<file path="config.mk">
export PLATFORM = sky130hd
export DESIGN_NAME = ad9854_reg_reader
export DESIGN_NICKNAME = d
export VERILOG_FILES = /design/src/rtl/ad9854_reg_reader.sv
export SDC_FILE = /design/constraint.sdc
export NUM_CORES = 1
export LEC_CHECK = 0
export CAP_MARGIN = 20
export CORE_MARGIN = 4
export CORE_UTILIZATION = 40
export CTS_CLUSTER_SIZE = 10
export DETAILED_ROUTE_END_ITERATION = 12
export PLACE_DENSITY = 0.7
export SLEW_MARGIN = 15
export SYNTH_ARGS = -nofsm -noshare
export SYNTH_HDL_FRONTEND = slang
export SYNTH_SLANG_ARGS = --single-unit
</file>
<file path="constraint.sdc">
create_clock -name clk -period 1.82 [get_ports clk]
set_input_delay 0.182 -clock clk [delete_from_list [all_inputs] [get_ports clk]]
set_output_delay 0.182 -clock clk [all_outputs]
set_load 0.005 [all_outputs]
</file>
<file path="src/rtl/ad9854_reg_reader.sv">
// Read-back controller for the AD9854 8-bit parallel port.
// Borrows the shared A/D/RD bus from the DDS writer through a req/gnt
// handshake, strobes RD over 1..6 consecutive register addresses and packs the
// returned bytes MSB-first into a right-justified 48-bit word.
module ad9854_reg_reader #(
    parameter int TURN_CYC    = 1,  // bus release to first RD fall, 1..15
    parameter int RD_LOW_CYC  = 3,  // RD low time per byte, 1..15
    parameter int RD_HIGH_CYC = 2   // RD high time between bytes, 2..15
) (
    input  logic        clk,
    input  logic        rst_n,
    input  logic        start,
    input  logic [5:0]  base_addr,
    input  logic [2:0]  byte_cnt,
    output logic        bus_req,
    input  logic        bus_gnt,
    output logic [5:0]  A,
    output logic        RD,
    input  logic [7:0]  D_in,
    output logic        D_oe,
    output logic        busy,
    output logic        done,
    output logic [47:0] rdata
);

    typedef enum logic [2:0] {
        S_IDLE,
        S_REQ,
        S_TURN,
        S_STROBE,
        S_HOLD,
        S_DONE
    } state_t;

    state_t     state;
    state_t     next_state;
    logic [3:0] cyc_cnt;     // cycles left in the current timed phase, minus one
    logic [2:0] bytes_left;  // bytes still to strobe
    logic [2:0] req_cnt;     // requested byte count after clamping 7 to 6
    logic       cyc_last;

    assign cyc_last = (cyc_cnt == 4'd0);
    assign req_cnt  = (byte_cnt == 3'd7) ? 3'd6 : byte_cnt;

    // State register.
    always_ff @(posedge clk or negedge rst_n) begin
        if (!rst_n) begin
            state <= S_IDLE;
        end else begin
            // NOTE: every clocked assignment is non-blocking so all flops
            // sample the same pre-edge values regardless of statement order.
            state <= next_state;
        end
    end

    // Next-state decode.
    always_comb begin
        // NOTE: default first so no path through the case leaves next_state
        // unassigned, which would otherwise infer a latch.
        next_state = state;
        case (state)
            S_IDLE:   if (start) next_state = (req_cnt == 3'd0) ? S_DONE : S_REQ;
            S_REQ:    if (bus_gnt) next_state = S_TURN;
            S_TURN:   if (cyc_last) next_state = S_STROBE;
            S_STROBE: if (cyc_last) next_state = S_HOLD;
            S_HOLD:   if (cyc_last) next_state = (bytes_left != 3'd0) ? S_STROBE : S_DONE;
            S_DONE:   next_state = S_IDLE;
            default:  next_state = S_IDLE;
        endcase
    end

    // Phase timer: reloaded on every state change, counts down to zero.
    always_ff @(posedge clk or negedge rst_n) begin
        if (!rst_n) begin
            cyc_cnt <= '0;
        end else if (state != next_state) begin
            case (next_state)
                S_TURN:   cyc_cnt <= 4'(TURN_CYC - 1);
                S_STROBE: cyc_cnt <= 4'(RD_LOW_CYC - 1);
                S_HOLD:   cyc_cnt <= 4'(RD_HIGH_CYC - 1);
                default:  cyc_cnt <= '0;
            endcase
        end else if (!cyc_last) begin
            cyc_cnt <= cyc_cnt - 4'd1;
        end
    end

    // Address, byte counter and read-word datapath.
    always_ff @(posedge clk or negedge rst_n) begin
        if (!rst_n) begin
            A          <= '0;
            bytes_left <= '0;
            rdata      <= '0;
        end else begin
            case (state)
                S_IDLE: begin
                    if (start) begin
                        A          <= base_addr;
                        bytes_left <= req_cnt;
                        rdata      <= '0;
                    end
                end
                S_STROBE: begin
                    // D is sampled on the last RD-low cycle, oldest byte ends up on top.
                    if (cyc_last) begin
                        rdata      <= {rdata[39:0], D_in};
                        bytes_left <= bytes_left - 3'd1;
                    end
                end
                S_HOLD: begin
                    // Advance after the first high cycle so A settles before the next RD fall.
                    if (cyc_cnt == 4'(RD_HIGH_CYC - 1)) A <= A + 6'd1;
                end
                default: ;
            endcase
        end
    end

    // Bus-facing outputs registered from next_state so RD and D_oe cannot glitch.
    always_ff @(posedge clk or negedge rst_n) begin
        if (!rst_n) begin
            RD      <= 1'b1;
            D_oe    <= 1'b1;
            bus_req <= 1'b0;
            busy    <= 1'b0;
            done    <= 1'b0;
        end else begin
            RD      <= (next_state != S_STROBE);
            D_oe    <= !(next_state inside {S_TURN, S_STROBE, S_HOLD});
            bus_req <= (next_state inside {S_REQ, S_TURN, S_STROBE, S_HOLD});
            busy    <= (next_state != S_IDLE);
            done    <= (next_state == S_DONE);
        end
    end

endmodule

</file>
# Word level (Yosys, flattened, before mapping)
# Cells that the tools add are included.
# Widths: inputs -> output; s select.
# totals
register_bits,69
out_inout_bits,59
elab_cells,63
inputBits,21
# op_classes
n_reduce_logical,12
n_addsub,3
mux,21
n_eq_ne,17
# ops
cell,n
$mux 48,2
$pmux 48 s2,1
$mux 3,10
$pmux 3 s5,1
$eq 3x2->1 const B,4
$eq 3x3->1 const B,4
$mux 6,2
$pmux 6 s2,1
$reduce_bool 3->1,3
$mux 4,2
$add 6x1->6 const B,1
$eq 3x1->1 const B,2
$logic_not 3->1,2
$ne 2x2->1 const B,3
$pmux 3 s2,1
$reduce_and 3->1,2
$eq 4x1->1 const B,1
$logic_not 4->1,1
$pmux 2 s2,1
$reduce_bool 2->1,2
$reduce_bool 4->1,1
$sub 4x1->4 const B,1
$ne 3x2->1 const B,1
$ne 3x3->1,1
3 further kinds,3

# Depth between registers and ports, before layout
# Gate-level depths: netlist of the first run.
# logic_depth
ltp_word,9
ltp_mapped,8
mapped_depth_nobuf,7

# Worst setup path before layout of the first run
# OpenSTA, ideal clock, no wires.
# synth_path
path_kind,register to register
startpoint,register cyc_cnt[0]
endpoint,register bus_req
required_ns,1.701
path_stages_with_launch,8
setup_slack_ns,-0.128
arrival_ns,1.829
cell_sequence,dfrtp_1 inv_1 ha_1 or3b_4 a21oi_2 o32ai_2 or3_4 nor2b_4
# synth_between
elab_chain_cells,5
# synth_lines
element,line_no,rtl
from (decl),37,logic [3:0] cyc_cnt;
from (signal assigned),78,S_TURN: cyc_cnt <= 4'(TURN_CYC - 1);
from (signal assigned),79,S_STROBE: cyc_cnt <= 4'(RD_LOW_CYC - 1);
from (signal assigned),80,S_HOLD: cyc_cnt <= 4'(RD_HIGH_CYC - 1);
$logic_not 4->1 *,42,assign cyc_last = (cyc_cnt == 4'd0);
"$mux 3, on equally long branches","66, 64, 65",
$pmux 3 s5 *,61,case (state)
net next_state[0],36,state_t next_state;
"$eq 3x1->1, or another cell as far along",130,"bus_req <= (next_state inside {S_REQ, S_TURN, S_STROBE, S_HOLD});"
$reduce_bool 4->1 *,130,
to (signal assigned),130,
to (decl),15,"output logic bus_req,"
# Mark *: on every way through the listed nets, which the timed path passes. The rest lies on a longest branch.
# A chain may end at the register's enable or synchronous reset.

# Worst setup path in the final report of the first run
# Ends and elaborated chain as after synthesis.

==> impl_results.md, run 1 <==
* Nets@finish at 470
* Number of global-route vias before repair at 2589
* Failing checks: setup timing
* Post-DP Area at approximately 0.0042 mm2
* Worst path top cell family by delay: simple AND/OR/NAND/NOR gates
* Antenna Violating Nets Remaining at 0
* CP Data Required Time at 2.05 ns
* Clock net sink count at 69
* Fmax at 533.7 MHz
* Final Slew Violations at 0
* Most common cell after layout, fill and taps aside: nand2_1
* First-pass GRT wire length at between 10000 and 15000 um
* Crit path to: bus_req$_DFF_PN0_
* Initial cell density of the core at 0.4210
* Async SR Flop Fraction at 1.000
* Gp weighted congestion at 0.7905
* CP Class: flip-flop to flip-flop
* CP Launch Type: flip-flop
* Clock-pin slew on the worst setup and hold paths at 0.08 ns
* Initial antenna violation count at 0
* Die Y at 96.31 um
* R2R depth at 7
* Die area at 0.009275 mm2
* Least-Margin Pin Slew at 0.5303 ns
* Clock Tree Root: clkbuf_8
* Antenna cells at 0
* Largest net degree at the start of global routing at 47
* Post-synth EDFFs at 0
* Synthesized area at roughly 0.0031 mm2
* Setup ws final at -0.05369 ns
* Worst path arrival time at 2.10 ns
* Avg WL per Cell at 14.37 um
* GRT overflow at 0
* Layout cells sized above 1 at 0.1626
* Synth Instances at about 340
* Fin. Hold Viols at 0
* Core area at between 0.007 and 0.008 mm2
* Setup violators final at 1
* Max incr delay on CP at 0.41 ns
* Pleak at 0.002152 uW
* Number of port buffers at 79
* RSZ-0062 raised after global routing: true
* Post-layout min period at roughly 1.9 ns
* # DRC at 0
* Critical Path Fanout Max at 4
* Hold Crit Class: input port to async pin
* WHS at 0.2856 ns
* Yosys warnings at 0
* All-Layer GR Usage at 0.1781
* Crit path launch: cyc_cnt[0]$_DFFE_PN0P_
* Area grow syn2layout at 45.77%
* Placed wire-length estimate at 5398 um
* CP max stage cell: or3b_4
* Die X at 96.31 um
* Most common flop cell mapped by yosys: dfrtp_1
* Drt first pass iters at 5
* CTS tree: done
* Outcome: finished, violations left
* Slew margin rel. at 0.6445
* Mean area per synthesized cell at around 9.1 um2
* Critical Path, Cell by Cell: inv_2 > ha_4 > or3b_4 > a21oi_2 > o32ai_2 > or3_4 > nor2b_4
* I/O pins at 80
* WP depth at 7
* Distinct cells, synth at 43
* CTS Buf Count at 9
* PD cells at 1611 mW/mm2
* Reg-to-Reg Start: cyc_cnt[0]$_DFFE_PN0P_
* Post-route cell area at 0.004547 mm2
* Yosys reg bits at 69
* Peak VDD IR at 873.2 uV
* Post-synth net total at 370
* Routed WL at 7877 um
* Commonest non-fill, non-tap cells in the layout: nand2_1, clkdlybuf4s50_1, dfrtp_1
* Worst setup EP type: flip-flop
* DR iter-0 viols at 95
* Vias per cell at 4.947
* CTS HTree Levels at 3
* CTS Buffer Depth at 2
* FF-to-FF setup slack at -0.05 ns
* Site Rows at 31
* Clk Latency, worst-skew pair at 0.34 ns
* Final Cycle Share at 1.029
* Skew final at 0.01108 ns
* CP bufs+invs at 1
* Reg2reg end: bus_req$_DFF_PN0_
* Vias after detailed routing at 2711
* Max-cap check violation count at 0
* Seq/Total Area, Yosys at 0.5544
-- per-layer routing --
layer / track usage / part of all wire / vias to the layer above
li1: - / - / 1362
met2: 0.2749 / 0.46 / 70
met1: 0.2477 / 0.47 / 1271
met5: 0 / 0 / -
met4: 0.06659 / 0.013 / 0
met3: 0.03597 / 0.050 / 8
-- worst min-delay path by stage --
stage	cells past startpoint	to	from	slack [ns]
global placement	1	A[0]$_DFFE_PN0P_	rst_n	0.11
detailed placement	1	A[0]$_DFFE_PN0P_	rst_n	0.11
CTS	2	A[0]$_DFFE_PN0P_	rst_n	0.27
global route	2	A[0]$_DFFE_PN0P_	rst_n	0.32
floorplan	0	A[0]$_DFFE_PN0P_	rst_n	-0.11
finish	2	rdata[43]$_DFFE_PN0P_	rst_n	0.29
-- area by class of cell --
type | instances | area (um2)
clock buffers | 10 | 137.6
clock inverters | 6 | 93.84
fillers | 638 | 2861
inverters | 6 | 22.52
multi-input cells | 249 | 1356
flip-flops and latches | 69 | 1729
well taps | 99 | 123.9
repair buffers | 109 | 1084
-- per-stage QoR --
stage | setup slack (ns) | total power [uW] | cells | utilization | setup TNS (ns)
final | -0.05369 | 7324 | 548 | 0.6137 | -0.05369
after global routing | -0.1175 | 7859 | 548 | 0.6137 | -0.3807
after CTS | -0.05953 | 7117 | 544 | 0.6016 | -0.05953
after detailed placement | -0.06640 | 5613 | 526 | 0.5671 | -0.06640
after global placement | -0.002643 | 5523 | 526 | 0.5671 | -0.002643
after floorplan | -0.02447 | 3987 | 344 | - | -0.02447
-- state kept, by name (all words and copies together), names as in the netlist --
signal / flops
A: 6
D_oe: 1
RD: 1
bus_req: 1
busy: 1
bytes_left: 3
cyc_cnt: 4
done: 1
rdata: 48
state: 3
-- cell families after synthesis --
family                   share of synthesized area
AND/OR/NAND/NOR                             0.2928
adder cells (fa/ha/maj)                    0.02006
AO/OA/AOI/OAI                              0.09427
multiplexers                              0.003209
flip-flops                                  0.5544
buffers and inverters                      0.03530
-- report_power, final --
part / switching [uW] / total [uW] / internal, uW
clock: 606 / 1420 / 818
combinational: 1880 / 3670 / 1790
sequential: 315 / 2230 / 1910
total: 2800 / 7320 / 4530
-- Yosys cell counts, drive strengths merged (3+ instances only) --
library cell | instances | area, um2
nand2b | 4 | 25.02
nor3b | 3 | 27.52
nor3 | 5 | 30.03
buf | 10 | 50.05
o21ai | 12 | 60.06
nand2 | 107 | 401.6
nand3 | 53 | 265.3
or3 | 3 | 23.77
dfrtp | 67 | 1677
nor2b | 4 | 32.53
a21oi | 18 | 101.4
nor2 | 9 | 33.78
inv | 6 | 22.52
clkbuf | 10 | 37.54
ha | 5 | 62.56
-- repair_timing --
action / CTS / global route
setup buffers: 1 / 3
pin swaps: 3 / 6
hold buffers: 1 / 0
hold endpoints to repair: 21 / 0
gates cloned: 0 / 1
gates resized for setup: 2 / 8
setup endpoints to repair: 2 / 36
No activity file was read; power rests on OpenSTA's default activity.
==> run 2, diff against run 1 <==
Settings changed: CORE_UTILIZATION 40 to 44, PLACE_DENSITY 0.7 to 0.76.
==> impl_results.md, run 2 (same netlist as run 1, synthesis figures left out) <==
* Outcome: finished, violations left
* Failing checks: setup timing
* Layout cells sized above 1 at 0.1570 (-0.005633)
* Clock power frac at 0.174 (-0.020)
* Final Slew Violations at 0 (unchanged)
* Register share of total power at 0.323 (+0.019)
* Reg-to-Reg Start: cyc_cnt[1]$_DFFE_PN0P_
* CP Launch Type: flip-flop
* Skew final at 0.007331 ns (-0.003752 ns)
* Clock-pin slew on the worst setup and hold paths at 0.08 ns (about the same)
* PD cells at 1561 mW/mm2 (-3.1%)
* Clk Latency, worst-skew pair at 0.35 ns (about the same)
* Most common cell after layout, fill and taps aside: nand2_1
* Max reg flops at 48 (unchanged)
* Avg WL per Cell at 13.90 um (-3.3%)
* Critical Path Fanout Max at 6 (+2)
* Worst path arrival time at 2.13 ns (+0.03 ns)
* Vias per cell at 5.017 (+1.4%)
* Max incr delay on CP at 0.41 ns (about the same)
* Placed wire-length estimate at 5278 um (-2.2%)
* Critical Path, Cell by Cell: inv_2 > ha_4 > or3b_4 > a21oi_2 > o32ai_2 > or3_4 > nor2b_4
* Largest regs: rdata: 48 flops, A: 6 flops, cyc_cnt: 4 flops
* Least-Margin Pin Slew at 0.5229 ns (-0.007405 ns)
* Clock Tree Root: clkbuf_8
* Fin. Hold Viols at 0 (unchanged)
* CTS tree: done
* CTS HTree Levels at 3 (unchanged)
* Routed WL at 7536 um (-4.3%)
* Slew margin rel. at 0.6495 (+0.004963)
* Setup_tns at -0.06683 ns (-0.01314 ns)
* Post-layout min period at 1.887 ns (+0.01314 ns)
* Reg2reg end: bus_req$_DFF_PN0_
* Biggest register: rdata
* Post-route cell area at 0.004466 mm2 (-1.8%)
* I/O pins at 80 (unchanged)
* Largest net degree at the start of global routing at 38 (-19%)
* Hold Crit Class: input port to async pin
* Core area at 0.006832 mm2 (-7.8%)
* Max-cap check violation count at 0 (unchanged)
* Final non-filler cell total at 542 (-1.1%)
* CP Data Required Time at 2.06 ns (about the same)
* Pleak at 0.002114 uW (-1.8%)
* Site Rows at 30 (-3.2%)
* Peak VDD IR at 888.9 uV (+1.8%)
* # DRC at 0 (unchanged)
* CP max stage cell: or3b_4
* Initial cell density of the core at 0.4566 (+0.03555)
* Worst setup EP type: flip-flop
* Vias after detailed routing at 2719 (+0.30%)
* Worst path top cell family by delay: simple AND/OR/NAND/NOR gates
* GRT overflow at 0 (unchanged)
* Initial antenna violation count at 0 (unchanged)
* Final Cycle Share at 1.037 (+0.007222)
* Nets@finish at 468 (-0.43%)
* Antenna cells at 0 (unchanged)
* R2R depth at 7 (unchanged)
* Die X at 92.20 um (-4.3%)
* Number of global-route vias before repair at 2603 (+0.54%)
* CTS Buf Count at 9 (unchanged)
* Die Y at 92.20 um (-4.3%)
* Setup ws final at -0.06683 ns (-0.01314 ns)
* First-pass GRT wire length at 12530 um (-1.8%)
* FF-to-FF setup slack at -0.07 ns (about the same)
* CP Class: flip-flop to flip-flop
* CP bufs+invs at 1 (unchanged)
* Number of port buffers at 79 (unchanged)
* Setup violators final at 1 (unchanged)
* DR iter-0 viols at 141 (+48%)
* Die area at 0.008500 mm2 (-8.4%)
* All-Layer GR Usage at 0.1864 (+0.008378)
* Antenna Violating Nets Remaining at 0 (unchanged)
* Fillers at 573 (-10%)
* Cells after DPL at 523 (-0.57%)
* Clock net sink count at 69 (unchanged)
* Fmax at 530.0 MHz (-0.70%)
* RSZ-0062 raised after global routing: true
* Commonest non-fill, non-tap cells in the layout: nand2_1, clkdlybuf4s50_1, dfrtp_1
* Comb pwr share at 0.504 (+0.003)
* Net Sw Frac at 0.3917 (+0.009524)
* Power Internal at 4241 uW (-6.3%)
* Drt first pass iters at 4 (-1)
* Post-DP Area at 0.004198 mm2 (about the same)
* CTS Buffer Depth at 2 (unchanged)
* NetSw at 2730 uW (-2.4%)
* Area grow syn2layout at 43.16%
* Gp weighted congestion at 0.9539 (+21%)
run 2: per-stage QoR:
step | setup WS, ns | power [uW] | hold WS (ns) | utilization
final | -0.06683 | 6971 | 0.3152 | 0.6537
after detailed placement | -0.06900 | 5553 | 0.1553 | 0.6145
after floorplan | -0.02447 | 3987 | -0.1136 | -
after global routing | -0.1310 | 7442 | 0.3501 | 0.6537
after global placement | -0.01164 | 5453 | 0.1514 | 0.6145
after CTS | -0.05948 | 6876 | 0.3116 | 0.6482
run 2: power by group through the flow:
stage | sequential [uW] | clock [uW] | combinational, uW
after floorplan | 2210 | 0 | 1780
after global placement | 2240 | 0 | 3210
after detailed placement | 2260 | 0 | 3290
after CTS | 2230 | 1250 | 3400
after global routing | 2300 | 1310 | 3830
final | 2250 | 1210 | 3510
run 2: final cells by class:
type / instances / area, um2 / area share
Clock buffer: 9 / 123.9 / 0.02774
Inverter: 6 / 22.52 / 0.005043
Timing Repair Buffer: 107 / 1059 / 0.2370
Sequential cell: 69 / 1730 / 0.3875
Clock inverter: 6 / 63.81 / 0.01429
Multi-Input combinational cell: 249 / 1346 / 0.3015
Tap cell: 96 / 120.1 / 0.02690
run 2: timing repair:
action,4_1_cts,5_1_grt
setup buffers,3,0
hold endpoints to repair,30,0
endpoints found under the setup margin,2,38
hold buffers,1,0
resized for setup,3,9
pin swaps,1,2
run 2: worst max-delay path by stage:
stage	to	cells after the start	startpoint	slack (ns)
finish	bus_req$_DFF_PN0_	7	cyc_cnt[1]$_DFFE_PN0P_	-0.07
global route	bus_req$_DFF_PN0_	7	cyc_cnt[1]$_DFFE_PN0P_	-0.13
CTS	bus_req$_DFF_PN0_	7	cyc_cnt[1]$_DFFE_PN0P_	-0.06
detailed placement	bus_req$_DFF_PN0_	7	cyc_cnt[0]$_DFFE_PN0P_	-0.07
global placement	bus_req$_DFF_PN0_	7	cyc_cnt[1]$_DFFE_PN0P_	-0.01
floorplan	bus_req$_DFF_PN0_	7	cyc_cnt[0]$_DFFE_PN0P_	-0.02
run 2: layer usage:
layer / share of wire / GRT usage / vias to the layer above
met5: 0 / 0 / -
met4: 0.016 / 0.08911 / 0
met3: 0.041 / 0.03692 / 10
met2: 0.48 / 0.2835 / 65
met1: 0.47 / 0.2554 / 1291
li1: - / - / 1353
==> run 3, diff against run 2 <==
Settings changed: ABC_AREA from default to 1, CAP_MARGIN 20 to 40, CORE_MARGIN 4 to 3.
==> impl_results.md, run 3 <==
* Die area at 0.008291 mm2 (-2.5%)
* Synthesized area at 0.003183 mm2 (+2.0%)
* Largest regs: rdata: 48 flops, A: 6 flops, cyc_cnt: 4 flops
* Drt first pass iters at 5 (+1)
* Compound-gate portion of the synthesized area at 0.03931 (-0.05496)
* Top cell type's share of synthesized area at 0.5267 (-0.01078)
* CP Data Required Time at 2.05 ns (about the same)
* Critical Path Fanout Max at 6 (unchanged)
* Skew final at 0.01075 ns (+0.003421 ns)
* Initial cell density of the core at 0.4609 (+0.004276)
* Clock Tree Root: clkbuf_8
* Layout cells sized above 1 at 0.1013 (-0.05563)
* Critical Path, Cell by Cell: inv_1 > ha_4 > nand2_2 > nand2_2 > nand2_1 > nor2_2 > nand2_2 > nor2_1 > nand2_1 > nand2_1 > inv_1
* Fmax at 594.0 MHz (+12%)
* Largest family of logic cells by synthesized area: simple AND/OR/NAND/NOR gates
* NetSw at 2446 uW (-10%)
* CTS Buf Count at 9 (unchanged)
* Slew margin rel. at 0.6744 (+0.02491)
* Synth top area cells: dfrtp_1, nand3_1, nand2_1, inv_1, ha_1
* Seq/Total Area, Yosys at 0.5432 (-0.01111)
* Avg WL per Cell at 14.37 um (+3.3%)
* Routed WL at 7901 um (+4.8%)
* Setup_tns at 0 ns (+0.06683 ns)
* Final Slew Violations at 0 (unchanged)
* CP Class: flip-flop to flip-flop
* Vias per cell at 5.215 (+3.9%)
* Most common cell in the netlist: nand3_1
* Final non-filler cell total at 550 (+1.5%)
* Hold Crit Class: input port to async pin
* Max incr delay on CP at 0.38 ns (-0.03 ns)
* WP depth at 11 (+4)
* Biggest register: rdata
* Net Sw Frac at 0.3951 (+0.003401)
* Worst path top cell family by delay: simple AND/OR/NAND/NOR gates
* Number of global-route vias before repair at 2745 (+5.5%)
* R2R depth at 11 (+4)
* Nets@finish at 475 (+1.5%)
* Fin. Hold Viols at 0 (unchanged)
* Mean area per synthesized cell at 8.626 um2 (-4.9%)
* Vias after detailed routing at 2868 (+5.5%)
* CTS Buffer Depth at 2 (unchanged)
* Yosys warnings at 0 (unchanged)
* Async SR Flop Fraction at 1.000 (unchanged)
* FF-to-FF setup slack at 0.14 ns (+0.20 ns)
* Distinct cells, synth at 29 (-33%)
* Final Cycle Share at 0.9251 (-0.1117)
* Worst path arrival time at 1.92 ns (-0.21 ns)
* Post-layout min period at 1.684 ns (-0.2032 ns)
* Clock power frac at 0.225 (+0.051)
* PD cells at 1423 mW/mm2 (-8.9%)
* Area grow syn2layout at 36.71%
* Register share of total power at 0.342 (+0.019)
* I/O pins at 80 (unchanged)
* Synth Instances at 369 (+7.3%)
* Placed wire-length estimate at 5285 um (+0.14%)
* Largest net degree at the start of global routing at 52 (+37%)
* Site Rows at 30 (unchanged)
* # DRC at 0 (unchanged)
* Simple-Gate Fraction of Synth Area at 0.3227 (+0.02990)
* Area leader, netlist: dfrtp_1
* CTS HTree Levels at 3 (unchanged)
* Synth top cells by count: nand3_1, nand2_1, dfrtp_1
* Cells after DPL at 533 (+1.9%)
* Setup violators final at 0 (-1)
* Power Internal at 3745 uW (-12%)
* CP max stage cell: dfrtp_1
* Max reg flops at 48 (unchanged)
* Post-synthesis mux area share at 0.006682 (+0.003473)
* Core area at 0.006907 mm2 (+1.1%)
* Number of port buffers at 79 (unchanged)
* Least-Margin Pin Slew at 0.4884 ns (-0.03452 ns)
* Gp weighted congestion at 0.8727 (-8.5%)
* Antenna Violating Nets Remaining at 0 (unchanged)
* Peak VDD IR at 706.1 uV (-21%)
* Reg-to-Reg Start: cyc_cnt[0]$_DFFE_PN0P_
* All-Layer GR Usage at 0.1953 (+0.008857)
* Max-cap check violation count at 0 (unchanged)
* Post-synth EDFFs at 0 (unchanged)
* Initial antenna violation count at 0 (unchanged)
* Antenna cells at 0 (unchanged)
* Comb pwr share at 0.433 (-0.071)
* Die X at 91.06 um (-1.2%)
* Commonest non-fill, non-tap cells in the layout: nand3_1, nand2_1, clkdlybuf4s50_1
* Most common cell after layout, fill and taps aside: nand3_1
* Post-synth net total at 395 (+6.8%)
* Post-CTS Repair Setup Buffers at 0 (-3)
* First-pass GRT wire length at 13280 um (+5.9%)
* Clk Latency, worst-skew pair at 0.34 ns (about the same)
* DR iter-0 viols at 159 (+13%)
* Adder-Cell Fraction of Synth Area at 0.01965 (-0.0004021)
* GRT overflow at 0 (unchanged)
* CTS tree: done
* Clock net sink count at 69 (unchanged)
* Outcome: complete, no violations
* Die Y at 91.06 um (-1.2%)
* Clock-pin slew on the worst setup and hold paths at 0.08 ns (about the same)
* CP bufs+invs at 2 (+1)
* Worst setup EP type: flip-flop
* Pleak at 0.002147 uW (+1.6%)
* CP Launch Type: flip-flop
* Post-synthesis xor/xnor area fraction at 0.008255 (+0.008255)
* Reg2reg end: bus_req$_DFF_PN0_
* Most common flop cell mapped by yosys: dfrtp_1
* Yosys reg bits at 69 (unchanged)
* WHS at 0.3029 ns (-0.01236 ns)
run 3: cell count changes after synthesis, sizes merged, moves of 9 or more:
cell | before | now
nand3 | 53 | 113
nand2 | 107 | 86
inv | 6 | 26
nor2 | 9 | 18
a21oi | 18 | 7
run 3: worst reg2reg max path: cells and delay by family (launching register included):
family / cells / cell delay (ns)
AND/OR/NAND/NOR: 8 / 0.81
flip-flops: 1 / 0.38
buffers and inverters: 2 / 0.19
adder cells (fa/ha/maj): 1 / 0.19
run 3: power groups by stage:
stage	clock [uW]	combinational [uW]	sequential (uW)
2_1_floorplan	0	1630	2120
3_3_place_gp	0	2550	2140
3_5_place_dp	0	2630	2140
4_1_cts	1400	2660	2120
5_1_grt	1480	2980	2170
6_report	1390	2680	2120
run 3: metrics by stage:
stage / setup slack [ns] / instance area, um2 / total power, uW / util
2_1_floorplan: 0.3001 / 3183 / 3748 / -
3_3_place_gp: 0.2088 / 4100 / 4683 / 0.5937
3_5_place_dp: 0.1109 / 4100 / 4774 / 0.5937
4_1_cts: 0.06548 / 4334 / 6181 / 0.6275
5_1_grt: -0.005744 / 4352 / 6625 / 0.6301
6_report: 0.1364 / 4352 / 6191 / 0.6301
run 3: cell families (layout without fill, tap and decap cells):
family / count (synthesis) / in the layout
multiplexers: 2 / 2
AO/OA/AOI/OAI: 23 / 23
XOR/XNOR: 3 / 3
AND/OR/NAND/NOR: 221 / 221
flip-flops: 69 / 69
adder cells (fa/ha/maj): 5 / 5
buffers and inverters: 46 / 131
run 3: worst max-delay path by stage:
stage / end / startpoint / slack [ns]
2_1_floorplan: rdata[27]$_DFFE_PN0P_ / cyc_cnt[0]$_DFFE_PN0P_ / 0.30
3_3_place_gp: rdata[21]$_DFFE_PN0P_ / start / 0.21
3_5_place_dp: bus_req$_DFF_PN0_ / cyc_cnt[0]$_DFFE_PN0P_ / 0.11
4_1_cts: rdata[34]$_DFFE_PN0P_ / cyc_cnt[0]$_DFFE_PN0P_ / 0.07
5_1_grt: bus_req$_DFF_PN0_ / cyc_cnt[0]$_DFFE_PN0P_ / -0.006
6_report: bus_req$_DFF_PN0_ / cyc_cnt[0]$_DFFE_PN0P_ / 0.14
run 3: per-layer routing:
| layer | GRT usage | share of wire |
|---|---|---|
| met1 | 0.2601 | 0.42 |
| met2 | 0.3035 | 0.50 |
| met3 | 0.05054 | 0.053 |
| met4 | 0.08040 | 0.027 |
| met5 | 0 | 0 |
run 3: repair_timing:
action                     CTS  global route
gates resized for setup      0             3
hold buffers                 1             0
setup endpoints to repair    0            50
hold endpoints to repair    16             0
run 3: cell type report:
class,count,area [um2]
Tap cell,96,120.1
Inverter,26,97.59
Timing Repair Buffer,89,900.9
Clock inverter,6,86.33
Clock buffer,10,137.6
Sequential cell,69,1729
Fill cell,621,2555
Multi-Input combinational cell,254,1280
